[config.mk]
export PLATFORM = sky130hd
export DESIGN_NAME = branch_pc_ctrl
export DESIGN_NICKNAME = d
export VERILOG_FILES = /design/src/rtl/branch_pc_ctrl.sv
export SDC_FILE = /design/constraint.sdc
export NUM_CORES = 1
export LEC_CHECK = 0
export ABC_AREA = 1
export BUFFER_PORTS_ARGS = -buffer_cell sky130_fd_sc_hd__buf_4
export CORE_ASPECT_RATIO = 0.8
export CORE_MARGIN = 5
export CORE_UTILIZATION = 55
export CTS_BUF_LIST = sky130_fd_sc_hd__clkbuf_8
export DETAILED_ROUTE_END_ITERATION = 6
export PLACE_DENSITY = 0.87
export SLEW_MARGIN = 20
export SYNTH_ARGS = -nofsm -noshare
export SYNTH_HDL_FRONTEND = slang
export SYNTH_SLANG_ARGS = --single-unit
[constraint.sdc]
create_clock -name clk -period 4.3 [get_ports clk]
set_input_delay 0.215 -clock clk [delete_from_list [all_inputs] [get_ports clk]]
set_output_delay 0.215 -clock clk [all_outputs]
set_load 0.05 [all_outputs]
[src/rtl/branch_pc_ctrl.sv]
// Program-counter and branch-resolution controller for the 16-bit pipeline.
// Resolves conditional B/BR branches sitting in decode against the flag
// register, redirects the fetch PC, squashes the wrong-path fetch and parks
// the core on HLT. A conditional branch whose flags are being written by the
// instruction in execute waits one cycle in WAIT_FLAGS before resolving.
//
// Handshake: there is no valid/ready pair here. ext_stall is an absolute
// freeze owned by the hazard unit; fe_stall is this block's own request to
// hold IF/ID and is driven combinationally in the cycle it is needed.
module branch_pc_ctrl #(
    parameter logic [15:0] RESET_PC = 16'h0000,
    parameter logic [15:0] PC_STEP  = 16'd2
) (
    input  logic        clk,
    input  logic        rst_n,
    input  logic        ext_stall,
    input  logic        id_valid,
    input  logic [15:0] id_pc,
    input  logic        id_is_b,
    input  logic        id_is_br,
    input  logic        id_is_hlt,
    input  logic [2:0]  id_cond,
    input  logic [8:0]  id_imm9,
    input  logic [15:0] id_br_tgt,
    input  logic        flag_z,
    input  logic        flag_n,
    input  logic        flag_v,
    input  logic        ex_flag_wr,
    output logic [15:0] pc,
    output logic        fe_stall,
    output logic        flush,
    output logic        br_taken,
    output logic        halted,
    output logic [1:0]  dbg_state
);

    typedef enum logic [1:0] {
        ST_RUN   = 2'd0,
        ST_WAIT  = 2'd1,
        ST_HALT  = 2'd2
    } state_e;

    state_e      state_q, state_d;
    logic [15:0] pc_q, pc_d;
    logic        flush_q, flush_d;
    logic        halted_q, halted_d;
    logic        fe_stall_c;
    logic        br_taken_c;

    logic        cond_met;
    logic        is_hlt;
    logic        is_branch;
    logic        is_uncond;
    logic [15:0] b_tgt;
    logic [15:0] tgt;
    logic [15:0] pc_seq;

    // Decode classification; HLT outranks B, B outranks BR.
    assign is_hlt    = id_valid && id_is_hlt;
    assign is_branch = id_valid && !id_is_hlt && (id_is_b || id_is_br);
    assign is_uncond = (id_cond == 3'b111);
    assign b_tgt     = id_pc + 16'd2 + {{6{id_imm9[8]}}, id_imm9, 1'b0};
    assign tgt       = id_is_b ? b_tgt : id_br_tgt;
    assign pc_seq    = pc_q + PC_STEP;

    // Condition-code evaluation against the current flag register.
    always_comb begin
        cond_met = 1'b0;
        case (id_cond)
            3'b000:  cond_met = !flag_z;
            3'b001:  cond_met = flag_z;
            3'b010:  cond_met = !flag_z && !flag_n;
            3'b011:  cond_met = flag_n;
            3'b100:  cond_met = flag_z || (!flag_z && !flag_n);
            3'b101:  cond_met = flag_n || flag_z;
            3'b110:  cond_met = flag_v;
            default: cond_met = 1'b1;
        endcase
    end

    // Next-state, next-PC and combinational stall/taken outputs.
    always_comb begin
        state_d    = state_q;
        pc_d       = pc_q;
        flush_d    = 1'b0;
        halted_d   = halted_q;
        fe_stall_c = 1'b0;
        br_taken_c = 1'b0;
        if (!ext_stall) begin
            case (state_q)
                ST_RUN, ST_WAIT: begin
                    // WAIT_FLAGS lasts exactly one cycle and keeps decode held.
                    state_d    = ST_RUN;
                    fe_stall_c = (state_q == ST_WAIT);
                    if (is_hlt) begin
                        state_d  = ST_HALT;
                        flush_d  = 1'b1;
                        halted_d = 1'b1;
                    end else if (is_branch) begin
                        if (state_q == ST_RUN && !is_uncond && ex_flag_wr) begin
                            state_d    = ST_WAIT;
                            fe_stall_c = 1'b1;
                        end else if (cond_met) begin
                            br_taken_c = 1'b1;
                            pc_d       = tgt;
                            flush_d    = 1'b1;
                        end else begin
                            pc_d = pc_seq;
                        end
                    end else begin
                        pc_d = pc_seq;
                    end
                end
                ST_HALT: begin
                    halted_d = 1'b1;
                end
                default: begin
                    state_d = ST_RUN;
                end
            endcase
        end
    end

    // State, PC and registered outputs; reset wins over everything.
    always_ff @(posedge clk or negedge rst_n) begin
        if (!rst_n) begin
            state_q  <= ST_RUN;
            pc_q     <= RESET_PC;
            flush_q  <= 1'b0;
            halted_q <= 1'b0;
        end else begin
            state_q  <= state_d;
            pc_q     <= pc_d;
            flush_q  <= flush_d;
            halted_q <= halted_d;
        end
    end

    assign pc        = pc_q;
    assign flush     = flush_q;
    assign halted    = halted_q;
    assign fe_stall  = fe_stall_c;
    assign br_taken  = br_taken_c;
    assign dbg_state = state_q;

endmodule

Yosys cells after proc, flatten, opt, wreduce, memory -nomap -nowiden

Cells that the tools add are included.

Add/subtract/negate cells: 3
Equality and inequality tests: 11
Muxes and demuxes: 25
Bitwise logic cells: 3
Reductions and logical operators: 20

Operator list:

| cell                    | number |
|---|---|
| $mux W16                | 4 |
| $add A16 B2 Y16 const B | 2 |
| $mux W1                 | 17 |
| $add A16 B16 Y16        | 1 |
| $eq A3 B3 Y1 const B    | 4 |
| $pmux W1 S7             | 1 |
| $eq A3 B2 Y1 const B    | 2 |
| $logic_and A1 B1 Y1     | 6 |
| $logic_not A1 Y1        | 4 |
| $ne A2 B2 Y1 const B    | 2 |
| $pmux W2 S2             | 1 |
| $reduce_and A4 Y1       | 1 |
| $eq A3 B1 Y1 const B    | 1 |
| $logic_not A3 Y1        | 1 |
| $logic_or A1 B1 Y1      | 3 |
| $not A1 Y1              | 3 |
| $reduce_and A3 Y1       | 1 |
| $eq A2 B1 Y1 const B    | 1 |
| $eq A2 B2 Y1 const B    | 1 |
| $logic_not A2 Y1        | 1 |
| $mux W2                 | 1 |
| $pmux W1 S2             | 1 |
| $reduce_and A2 Y1       | 1 |
| $reduce_bool A2 Y1      | 1 |
| $reduce_or A2 Y1        | 1 |

Register bits after elaboration: 20
Bits of input ports: 55
Output and inout bits: 22
Word-level logic and storage cells: 66

Logic depth before layout (Yosys ltp)

Gate-level depths: netlist of run 1.

Depth in word-level cells: 10
Gate-level depth with buffers: 15
Mapped depth without buffers: 15

Worst setup path before layout of run 1

No wires, ideal clock.

Kind: input to register
Start: input id_pc[2]
End: register pc_q[10] (netlist: pc[10])
Setup time: 0.118 ns
Arrival time: 1.781 ns
Required time: 4.182 ns
Path slack: 2.401 ns
Cell stages on the path: 12
Buffers on the path: 0
Cell sequence: ha_1 > ha_1 > fa_1 > nand3_1 > nand3_1 > nand2_1 > nand2_1 > xor2_1 > nand2_1 > nand2_1 > nand2_1 > nand2_1

Cells in the longest elaborated chain, start to end: 6

RTL lines:

| what                   | RTL line | source |
|---|---|---|
| start: declaration     | 18       | `input logic [15:0] id_pc,` |
| $add A16 B2 Y16        | 62       | `assign b_tgt = id_pc + 16'd2 + {{6{id_imm9[8]}}, id_imm9, 1'b0};` |
| $add A16 B16 Y16       | 62       |  |
| $mux W16               | 63       | `assign tgt = id_is_b ? b_tgt : id_br_tgt;` |
| $mux W16               | 103      | `end else if (cond_met) begin` |
| $mux W16               | 100      | `if (state_q == ST_RUN && !is_uncond && ex_flag_wr) begin` |
| $mux W16               | 99       | `end else if (is_branch) begin` |
| end signal: assignment | 133      | `pc_q <= pc_d;` |
| end: declaration       | 44       | `logic [15:0] pc_q, pc_d;` |

No other way between the ends. The select of a mux whose other input is x is not followed.
A chain may end at the register's enable or synchronous reset.

Worst setup path in the final report of run 1

Start: register state_q[1] (netlist: dbg_state[1])
End: output br_taken

Cells in the longest elaborated chain, start to end: 8
Elaborated cells between the ends (all ways): 10
Classes of those cells: eq/ne (1); mux (5); reduce/logical (4)

RTL lines:

| what                             | RTL line | source |
|---|---|---|
| start: declaration               | 43       | `state_e state_q, state_d;` |
| start signal: assignment         | 132      | `state_q <= state_d;` |
| $logic_not A2 Y1                 | 90, 100  |  |
| $logic_and A1 B1 Y1 (2 in a row) | 100      |  |
| $mux W1                          | 100      |  |
| $mux W1                          | 99       |  |
| $mux W1                          | 95       | `if (is_hlt) begin` |
| $mux W1 (*)                      | 90       | `case (state_q)` |
| $mux W1 (*)                      | 89       | `if (!ext_stall) begin` |
| end: declaration                 | 32       | `output logic br_taken,` |

Mark *: on every way between the ends. The rest lies on a longest branch, timed or not.

==> results of run 1 <==
-- state kept, by name (all words and copies together) (netlist names) --
register	flops
pc	16
halted	1
flush	1
dbg_state	2
-- layout by cell type, fill, tap and decap left out, types with 2 or more instances in the layout --
| cell type | instances |
|---|---|
| inv_2 | 5 |
| nand4_1 | 6 |
| dfrtp_1 | 20 |
| nor2_2 | 5 |
| inv_1 | 60 |
| buf_4 | 76 |
| nand3b_1 | 5 |
| nand2_1 | 173 |
| xor2_1 | 8 |
| nand3_1 | 35 |
| nor2_1 | 32 |
| a21oi_2 | 5 |
| o21ai_0 | 5 |
| ha_1 | 28 |
| xnor2_1 | 6 |
| o211ai_1 | 2 |
| clkbuf_8 | 3 |
| nand2_2 | 4 |
| a21oi_1 | 7 |
-- worst reg2reg max path, delay by kind of cell, from the launching register on --
kind / cells / cell delay, ns
AND/OR/NAND/NOR: 4 / 0.74
flip-flops: 1 / 0.43
buffers and inverters: 1 / 0.26
AO/OA/AOI/OAI: 1 / 0.20
-- cell type report --
| type | instances | area, um2 |
|---|---|---|
| Timing Repair Buffer | 77 | 581 |
| Fill cell | 420 | 1350 |
| Tap cell | 60 | 75.1 |
| Clock buffer | 3 | 41.3 |
| Inverter | 66 | 248 |
| Clock inverter | 1 | 30.0 |
| Multi-Input combinational cell | 332 | 1770 |
| Sequential cell | 20 | 500 |
-- kinds of logic (layout without fill, tap and decap cells) --
family	after synthesis	after routing	synth area share, %
compound gates	22	22	5.57
buf+inv	75	147	12.7
flops	20	20	19.2
xor+xnor	14	14	4.71
simple gates	267	267	43.6
fa+ha+maj	29	29	14.2
-- report_power, final --
part           internal (mW)  total, mW  switching [mW]  leakage (nW)
Combinational          0.274      0.795           0.521          1.63
Sequential             0.257      0.356          0.0997         0.251
Clock                  0.124      0.193          0.0683        0.0357
-- stage by stage --
step / cells / power [mW] / hold slack (ns) / worst slack, ns
after floorplan: 427 / 0.923 / -0.0806 / 2.40
after global placement: 554 / 1.13 / 0.108 / 2.17
after detailed placement: 554 / 1.15 / 0.112 / 2.15
after CTS: 559 / 1.35 / 0.218 / 2.28
after global routing: 559 / 1.44 / 0.235 / 2.12
final: 559 / 1.34 / 0.219 / 2.28
-- what timing repair did --
| item | 4_1_cts | 5_1_grt |
|---|---|---|
| setup endpoints to repair | 0 | 0 |
| endpoints found under the hold margin | 20 | 0 |
| hold buffers | 1 | 0 |
-- layer usage --
| layer | GRT usage, % | vias to the layer above | part of all wire [%] |
|---|---|---|---|
| li1 | - | 1470 | - |
| met1 | 26.8 | 1269 | 43 |
| met2 | 38.6 | 84 | 49 |
| met3 | 4.37 | 4 | 7.4 |
| met4 | 2.60 | 0 | 0.36 |
| met5 | 0 | - | 0 |
-- worst min-delay path by stage --
stage | from | to | slack, ns | cells after the start
floorplan | rst_n | dbg_state[0] | -0.08 | 0
global placement | rst_n | pc[12] | 0.11 | 1
detailed placement | rst_n | pc[15] | 0.11 | 1
CTS | ext_stall | dbg_state[1] | 0.22 | 3
global route | ext_stall | dbg_state[1] | 0.23 | 3
finish | ext_stall | dbg_state[1] | 0.22 | 3
==> impl_metrics.json, run 1 <==
{
  "outcome": "finished clean",
  "root_buffer": "clkbuf_8",
  "drive_gt1_share_pct": 21.0,
  "post_dp_cell_area_um2": 3170,
  "ir_drop_mv": 0.311,
  "cap_violations": 0,
  "min_path_type": "in2reg",
  "fin_crit_ns": 2.02,
  "async_flop_share_pct": 100,
  "worstReg2RegStart": "dbg_state[1]",
  "rsz0062_at_grt": "false",
  "ys_ff_latch": 20,
  "crit_chain": "nor2_1 > nand2_1 > nor2_4 > nand2_4 > inv_2 > buf_4",
  "numClockSinks": 20,
  "overflow": 0,
  "n_antenna_cell": 0,
  "startpoint": "dbg_state[1]",
  "clk_path_buf_depth": 2,
  "synth_top_area_cell": "nand2_1",
  "worstReg2RegEnd": "pc[4]",
  "final_area_um2": 3250,
  "grt_pass1_vias": 2624,
  "grt_max_degree": 26,
  "crit_path_max_fanout": 11,
  "postRouteAntennaNets": 0,
  "cpMaxStageDelayCell": "dfrtp_1",
  "path_clk_slew_ns": 0.08,
  "cp_num_buf_inv": 2,
  "synthFlopType": "dfrtp_1",
  "cts_setup_buffers": 0,
  "drt-pass1-iter-count": 5,
  "finalCoreUtilization_pct": 70.7,
  "wl_per_cell_um": 11.6,
  "crit_end": "br_taken",
  "power.leakage_nw": 1.91,
  "dp_hpwl_um": 5240,
  "die_w_um": 86.9,
  "h-tree-depth": 1,
  "via_per_inst": 5.06,
  "yosysMostFrequentCell": "nand2_1",
  "drc": 0,
  "fin_nets": 584,
  "vias": 2827,
  "netlist_area_um2": 2600,
  "start_util_pct": 56.6,
  "p_per_area_nw_per_um2": 414,
  "yosysSeqAreaShare_pct": 19.2,
  "grt_first_pass_wirelength_um": 11000,
  "synth_commonest_cells": "nand2_1, inv_1, nand3_1, nor2_1, ha_1",
  "synth_top_area_share_pct": 24.9,
  "cp_top_family": "simple AND/OR/NAND/NOR gates",
  "io_pins": 77,
  "gp_congestion": 0.891,
  "setup_tns_ns": 0,
  "relSlewSlack_pct": 68.7,
  "clk_latency_ns": 0.27,
  "cp.arrival_ns": 1.81,
  "syn_avg_cell_area_um2": 6.10,
  "slew_violations": 0,
  "antenna_found_initial": 0,
  "grt_usage_pct": 21.3,
  "setup-violations-final": 0,
  "ys_warn_count": 0,
  "required_ns": 4.09,
  "r2r_slack_ns": 2.56,
  "synth_edf_count": 0,
  "syn-num-nets": 511,
  "ys_types": 33,
  "fin_crit_sh_pct": 47.0,
  "syn_inst": 427,
  "postRouteWirelength_um": 6460,
  "worst-r2r-cell-count": 6,
  "drt_iter0_drc": 138,
  "worst_pin_slew_ns": 0.468,
  "io_buffers": 76,
  "dieHeight_um": 71.5,
  "cpPeakStageDelay_ns": 0.43,
  "syn_to_final_growth_pct": 24.7,
  "cts.repair.resized": 0,
  "endpoint_kind": "primary output",
  "fp-row-count": 22,
  "skew_ns": 0.00689,
  "max_freq_mhz": 495,
  "hold_violations": 0,
  "core_um2": 4600,
  "worstSetupPathType": "reg2out",
  "path_depth": 6,
  "critPathLaunchType": "register",
  "cts_tree": "done",
  "synthTopCellsByArea": "nand2_1, dfrtp_1, ha_1",
  "cts_buffers": 3,
  "die_area_um2": 6220
}
Power figures use the tool's default switching activity.
==> inputs of run 2 (changes only) <==
--- a/config.mk
+++ b/config.mk
@@ -9,10 +9,10 @@
 export BUFFER_PORTS_ARGS = -buffer_cell sky130_fd_sc_hd__buf_4
 export CORE_ASPECT_RATIO = 0.8
 export CORE_MARGIN = 5
-export CORE_UTILIZATION = 55
+export CORE_UTILIZATION = 54
 export CTS_BUF_LIST = sky130_fd_sc_hd__clkbuf_8
 export DETAILED_ROUTE_END_ITERATION = 6
-export PLACE_DENSITY = 0.87
+export PLACE_DENSITY = 0.86
 export SLEW_MARGIN = 20
 export SYNTH_ARGS = -nofsm -noshare
 export SYNTH_HDL_FRONTEND = slang
==> constraint.sdc (replaced) <==
create_clock -name clk -period 1.93 [get_ports clk]
set_input_delay 0.0965 -clock clk [delete_from_list [all_inputs] [get_ports clk]]
set_output_delay 0.0965 -clock clk [all_outputs]
set_load 0.05 [all_outputs]
==> run 2 against run 1 <==
  * Sequential power grew 130%
  * Clock power rose by 120%
  * Wire length grew 0.65%
  * Cell area grew 0.92%
  * Register-to-register slack got worse by 2.3 ns
  * Utilization up 0.23 points
  * Sequential cell count unchanged
  * Hold slack lost 0.12 ns
  * Clock skew down 0.0055 ns
  * Count of clock-buffer cells in the layout did not move
  * Non-clock buffer count up 4
==> impl_metrics.json, run 2 (synthesis results as in run 1) <==
{
  "die_area_um2": 6320,
  "clk_latency_ns": 0.26,
  "setup-violations-final": 0,
  "antenna_found_initial": 0,
  "crit_path_max_fanout": 4,
  "cts_buffers": 3,
  "fillers": 410,
  "r2r_slack_ns": 0.28,
  "syn_to_final_growth_pct": 25.9,
  "root_buffer": "clkbuf_8",
  "grt_max_degree": 26,
  "drt_iter0_drc": 145,
  "final_area_um2": 3280,
  "endpoint_kind": "register",
  "cp.arrival_ns": 1.94,
  "min_path_type": "in2reg",
  "die_w_um": 87.6,
  "fin_crit_ns": 1.78,
  "io_pins": 77,
  "grt_first_pass_wirelength_um": 11100,
  "dp_slack_ns": -0.116,
  "drive_gt1_share_pct": 21.7,
  "numClockSinks": 20,
  "p_sw_mw": 1.54,
  "skew_ns": 0.00142,
  "finalPower_mw": 3.01,
  "ff_latch_area_um2": 500,
  "dp_hpwl_um": 5370,
  "layout_setup_ws_ns": 0.151,
  "finalCoreUtilization_pct": 70.9,
  "hold_violations": 0,
  "grt_usage_pct": 21.1,
  "worstSetupPathType": "in2reg",
  "final_cells": 563,
  "wl_per_cell_um": 11.6,
  "fin_crit_sh_pct": 92.2,
  "ir_drop_mv": 0.683,
  "grt_pass1_vias": 2682,
  "required_ns": 2.09,
  "place_inst": 558,
  "overflow": 0,
  "p_per_area_nw_per_um2": 919,
  "path_clk_slew_ns": 0.08,
  "seq_power_share_pct": 26.7,
  "setup_tns_ns": 0,
  "largest_reg_flops": 16,
  "start_util_pct": 56.3,
  "power.share.clock_pct": 14.0,
  "drc": 0,
  "combinationalPowerShare_pct": 59.3,
  "layout_common_cells": "nand2_1, buf_4, inv_1",
  "fin_nets": 588,
  "h-tree-depth": 1,
  "cts_tree": "done",
  "sw_frac_of_total_pct": 51.2,
  "clk_path_buf_depth": 2,
  "worst_pin_slew_ns": 0.431,
  "cts.repair.resized": 0,
  "slew_violations": 0,
  "vias": 2785,
  "fp-row-count": 22,
  "rsz0062_at_grt": "false",
  "fin_worst_hold_slack_ns": 0.0940,
  "outcome": "finished clean",
  "gp_congestion": 0.865,
  "core_um2": 4620,
  "multi_input_area_um2": 1770,
  "drt-pass1-iter-count": 4,
  "power.leakage_nw": 1.93,
  "via_per_inst": 4.95,
  "postRouteWirelength_um": 6510,
  "relSlewSlack_pct": 71.2,
  "final_common_cell": "nand2_1",
  "critPathLaunchType": "input port",
  "post_dp_cell_area_um2": 3200,
  "n_antenna_cell": 0,
  "cap_violations": 0,
  "p_int_mw": 1.47,
  "max_freq_mhz": 562,
  "dieHeight_um": 72.1,
  "io_buffers": 76,
  "postRouteAntennaNets": 0
}
## run 2: cell count changes in the layout (fill, tap and decap cells not counted)
| cell | before | now |
|---|---|---|
| buf_4 | 76 | 80 |
## run 2: power by group through the flow
stage	clock, mW	sequential, mW	combinational (mW)
detailed placement	0	0.805	1.79
floorplan	0	1.28	0.779
global placement	0	0.796	1.75
finish	0.421	0.806	1.79
global route	0.447	0.833	1.96
CTS	0.427	0.801	1.80
## run 2: worst paths after layout
check	endpoint	cells after the start	startpoint
min in group asynchronous	pc[11]	2	rst_n
worst min-delay path	dbg_state[1]	3	ext_stall
max in group asynchronous	pc[8]	2	rst_n
worst max-delay path	pc[8]	12	id_pc[2]
worst max register to register	pc[15]	9	pc[1]
worst min register to register	halted	1	halted
## run 2: per-layer routing
| layer | GRT usage, % | wire length (um) | up-vias | part of all wire [%] |
|---|---|---|---|---|
| met5 | 0 | 0 | - | 0 |
| met4 | 3.75 | 50 | 0 | 0.77 |
| met3 | 4.77 | 551 | 4 | 8.5 |
| met2 | 38.3 | 3180 | 90 | 49 |
| met1 | 25.7 | 2720 | 1218 | 42 |
| li1 | - | - | 1473 | - |
## run 2: area by class of cell
| class | instances | share of cell area (%) |
|---|---|---|
| well taps | 60 | 2.29 |
| flip-flops and latches | 20 | 15.3 |
| clock buffers | 3 | 1.26 |
| multi-input cells | 332 | 54.1 |
| inverters | 66 | 7.56 |
| repair buffers | 81 | 18.6 |
| clock inverters | 1 | 0.916 |
## run 2: worst max-delay path: stages
cell,delay [ns]
buf_4,0.11
ha_1,0.29
ha_1,0.23
fa_1,0.42
nand3_1,0.11
nand3_1,0.17
nand2_1,0.14
nand3b_1,0.09
nand3_1,0.09
nand3_1,0.07
nand2_1,0.08
nand2_1,0.05
## run 2: repair_timing
item | 4_1_cts | 5_1_grt
hold buffers | 1 | 0
setup buffers | 0 | 0
hold endpoints to repair | 20 | 0
==> inputs of run 3 (changes only) <==
--- a/config.mk
+++ b/config.mk
@@ -12,6 +12,7 @@
 export CORE_UTILIZATION = 54
 export CTS_BUF_LIST = sky130_fd_sc_hd__clkbuf_8
 export DETAILED_ROUTE_END_ITERATION = 6
+export HOLD_SLACK_MARGIN = 0.05
 export PLACE_DENSITY = 0.86
 export SLEW_MARGIN = 20
 export SYNTH_ARGS = -nofsm -noshare
==> constraint.sdc (replaced) <==
create_clock -name clk -period 1.93 [get_ports clk]
set_input_delay 0.0965 -clock clk [delete_from_list [all_inputs] [get_ports clk]]
set_output_delay 0.0965 -clock clk [all_outputs]
set_load 0.1 [all_outputs]
==> run 3 against run 2 <==
  * Via count increased by 1.4%
  * Count of clock-buffer cells in the layout did not move
  * Clock skew rose by 0.0031 ns
  * Clock power hardly changed
  * Hold slack improved by 0.0066 ns
  * Sequential power increased by 2%
  * Total power rose by 20%
  * Non-clock buffer count unchanged
  * Register-to-register slack gained 0.07 ns
  * Sequential cell count unchanged
  * Critical endpoint is now br_taken
  * Largest power group unchanged
  * Highest routed layer unchanged
==> impl_metrics.json, run 3 (synthesis results as in run 1) <==
{
  "io_pins": 77,
  "relSlewSlack_pct": 73.1,
  "clk_latency_ns": 0.26,
  "crit_chain": "nor2_1 > nand2_1 > nor2_4 > nand2_4 > inv_2 > buf_6",
  "fp-row-count": 22,
  "rsz0062_at_grt": "false",
  "ir_drop_mv": 0.904,
  "cp_num_buf_inv": 2,
  "postRouteWirelength_um": 6530,
  "drc": 0,
  "critPathLaunchType": "register",
  "worstReg2RegEnd": "pc[4]",
  "n_antenna_cell": 0,
  "setup_tns_ns": 0,
  "cp.arrival_ns": 1.67,
  "syn_to_final_growth_pct": 26.6,
  "cpMaxStageDelayCell": "dfrtp_2",
  "dp_hpwl_um": 5470,
  "hold_violations": 0,
  "core_um2": 4620,
  "cts_tree": "done",
  "die_area_um2": 6320,
  "worstReg2RegStart": "dbg_state[1]",
  "root_buffer": "clkbuf_8",
  "postRouteAntennaNets": 0,
  "final_common_cell": "nand2_1",
  "cp_top_family": "simple AND/OR/NAND/NOR gates",
  "worstSetupPathType": "reg2out",
  "overflow": 0,
  "path_clk_slew_ns": 0.07,
  "start_util_pct": 56.3,
  "layout_setup_ws_ns": 0.160,
  "fin_nets": 588,
  "io_buffers": 76,
  "dp_slack_ns": -0.0539,
  "multi_input_area_um2": 1770,
  "cap_violations": 0,
  "layout_common_cells": "nand2_1, buf_4, inv_1",
  "drt_iter0_drc": 173,
  "skew_ns": 0.00449,
  "post_dp_cell_area_um2": 3210,
  "clk_path_buf_depth": 2,
  "dieHeight_um": 72.1,
  "cts_setup_buffers": 0,
  "worst-r2r-cell-count": 6,
  "slew_violations": 0,
  "grt_max_degree": 26,
  "place_inst": 558,
  "drive_gt1_share_pct": 24.1,
  "final_cells": 563,
  "fin_crit_sh_pct": 91.7,
  "power.leakage_nw": 1.92,
  "fin_crit_ns": 1.77,
  "crit_path_max_fanout": 7,
  "cts_buffers": 3,
  "antenna_found_initial": 0,
  "r2r_slack_ns": 0.35,
  "min_to": "dbg_state[1]",
  "grt_usage_pct": 21.0,
  "drt-pass1-iter-count": 4,
  "hold_depth": 3,
  "setup-violations-final": 0,
  "via_per_inst": 5.02,
  "ff_latch_area_um2": 515,
  "wl_per_cell_um": 11.6,
  "endpoint_kind": "primary output",
  "p_per_area_nw_per_um2": 1100,
  "die_w_um": 87.6,
  "max_freq_mhz": 565,
  "vias": 2824,
  "numClockSinks": 20,
  "required_ns": 1.83,
  "grt_first_pass_wirelength_um": 11000,
  "worst_pin_slew_ns": 0.403,
  "grt_pass1_vias": 2651,
  "outcome": "finished clean",
  "fillers": 433,
  "largest_reg_flops": 16,
  "final_area_um2": 3300,
  "gp_congestion": 0.871,
  "min_from": "ext_stall",
  "min_path_type": "in2reg",
  "cpPeakStageDelay_ns": 0.44,
  "startpoint": "dbg_state[1]",
  "h-tree-depth": 1
}
-- run 3: repair_timing --
action,in CTS,in global routing
setup endpoints to repair,0,1
endpoints found under the hold margin,20,0
hold buffers,1,0
resized for setup,0,1
-- run 3: final cells by class --
cell class / count / area share, %
multi-input combinational: 332 / 53.8
timing repair buffer: 81 / 18.6
sequential: 20 / 15.6
inverter: 66 / 7.51
tap: 60 / 2.28
clock buffer: 3 / 1.25
clock inverter: 1 / 0.911
-- run 3: worst max-delay path by stage --
stage	to	slack (ns)	cells after the start
after detailed placement	pc[10]	-0.05	13
after floorplan	pc[15]	0.03	8
after CTS	br_taken	0.10	6
after global placement	pc[10]	-0.03	13
after global routing	br_taken	0.05	6
final	br_taken	0.16	6
-- run 3: worst register-to-register path: cells and delay by family (launching register included) --
kind / cells / cell delay [ns]
buf+inv: 1 / 0.21
simple gates: 4 / 0.63
compound gates: 1 / 0.19
flops: 1 / 0.44
-- run 3: layer usage --
layer	global-route usage (%)	vias to the layer above	share of wire, %
met2	38.2	89	50
met4	2.21	0	0.58
met3	3.75	4	7.8
met5	0	-	0
met1	26.6	1254	42
li1	-	1477	-
-- run 3: per-stage QoR --
stage | hold WS [ns] | utilization, % | power (mW)
after detailed placement | -0.0102 | 69.5 | 3.22
after global routing | 0.148 | 71.3 | 3.85
after global placement | -0.0102 | 69.5 | 3.16
after CTS | 0.0974 | 71.2 | 3.65
final | 0.101 | 71.3 | 3.63
after floorplan | -0.199 | - | 2.66
-- run 3: report_power, final --
group	internal [mW]	switching (mW)	total (mW)
logic	0.623	1.76	2.39
registers	0.592	0.232	0.824
clock network	0.277	0.144	0.421
total	1.49	2.14	3.63
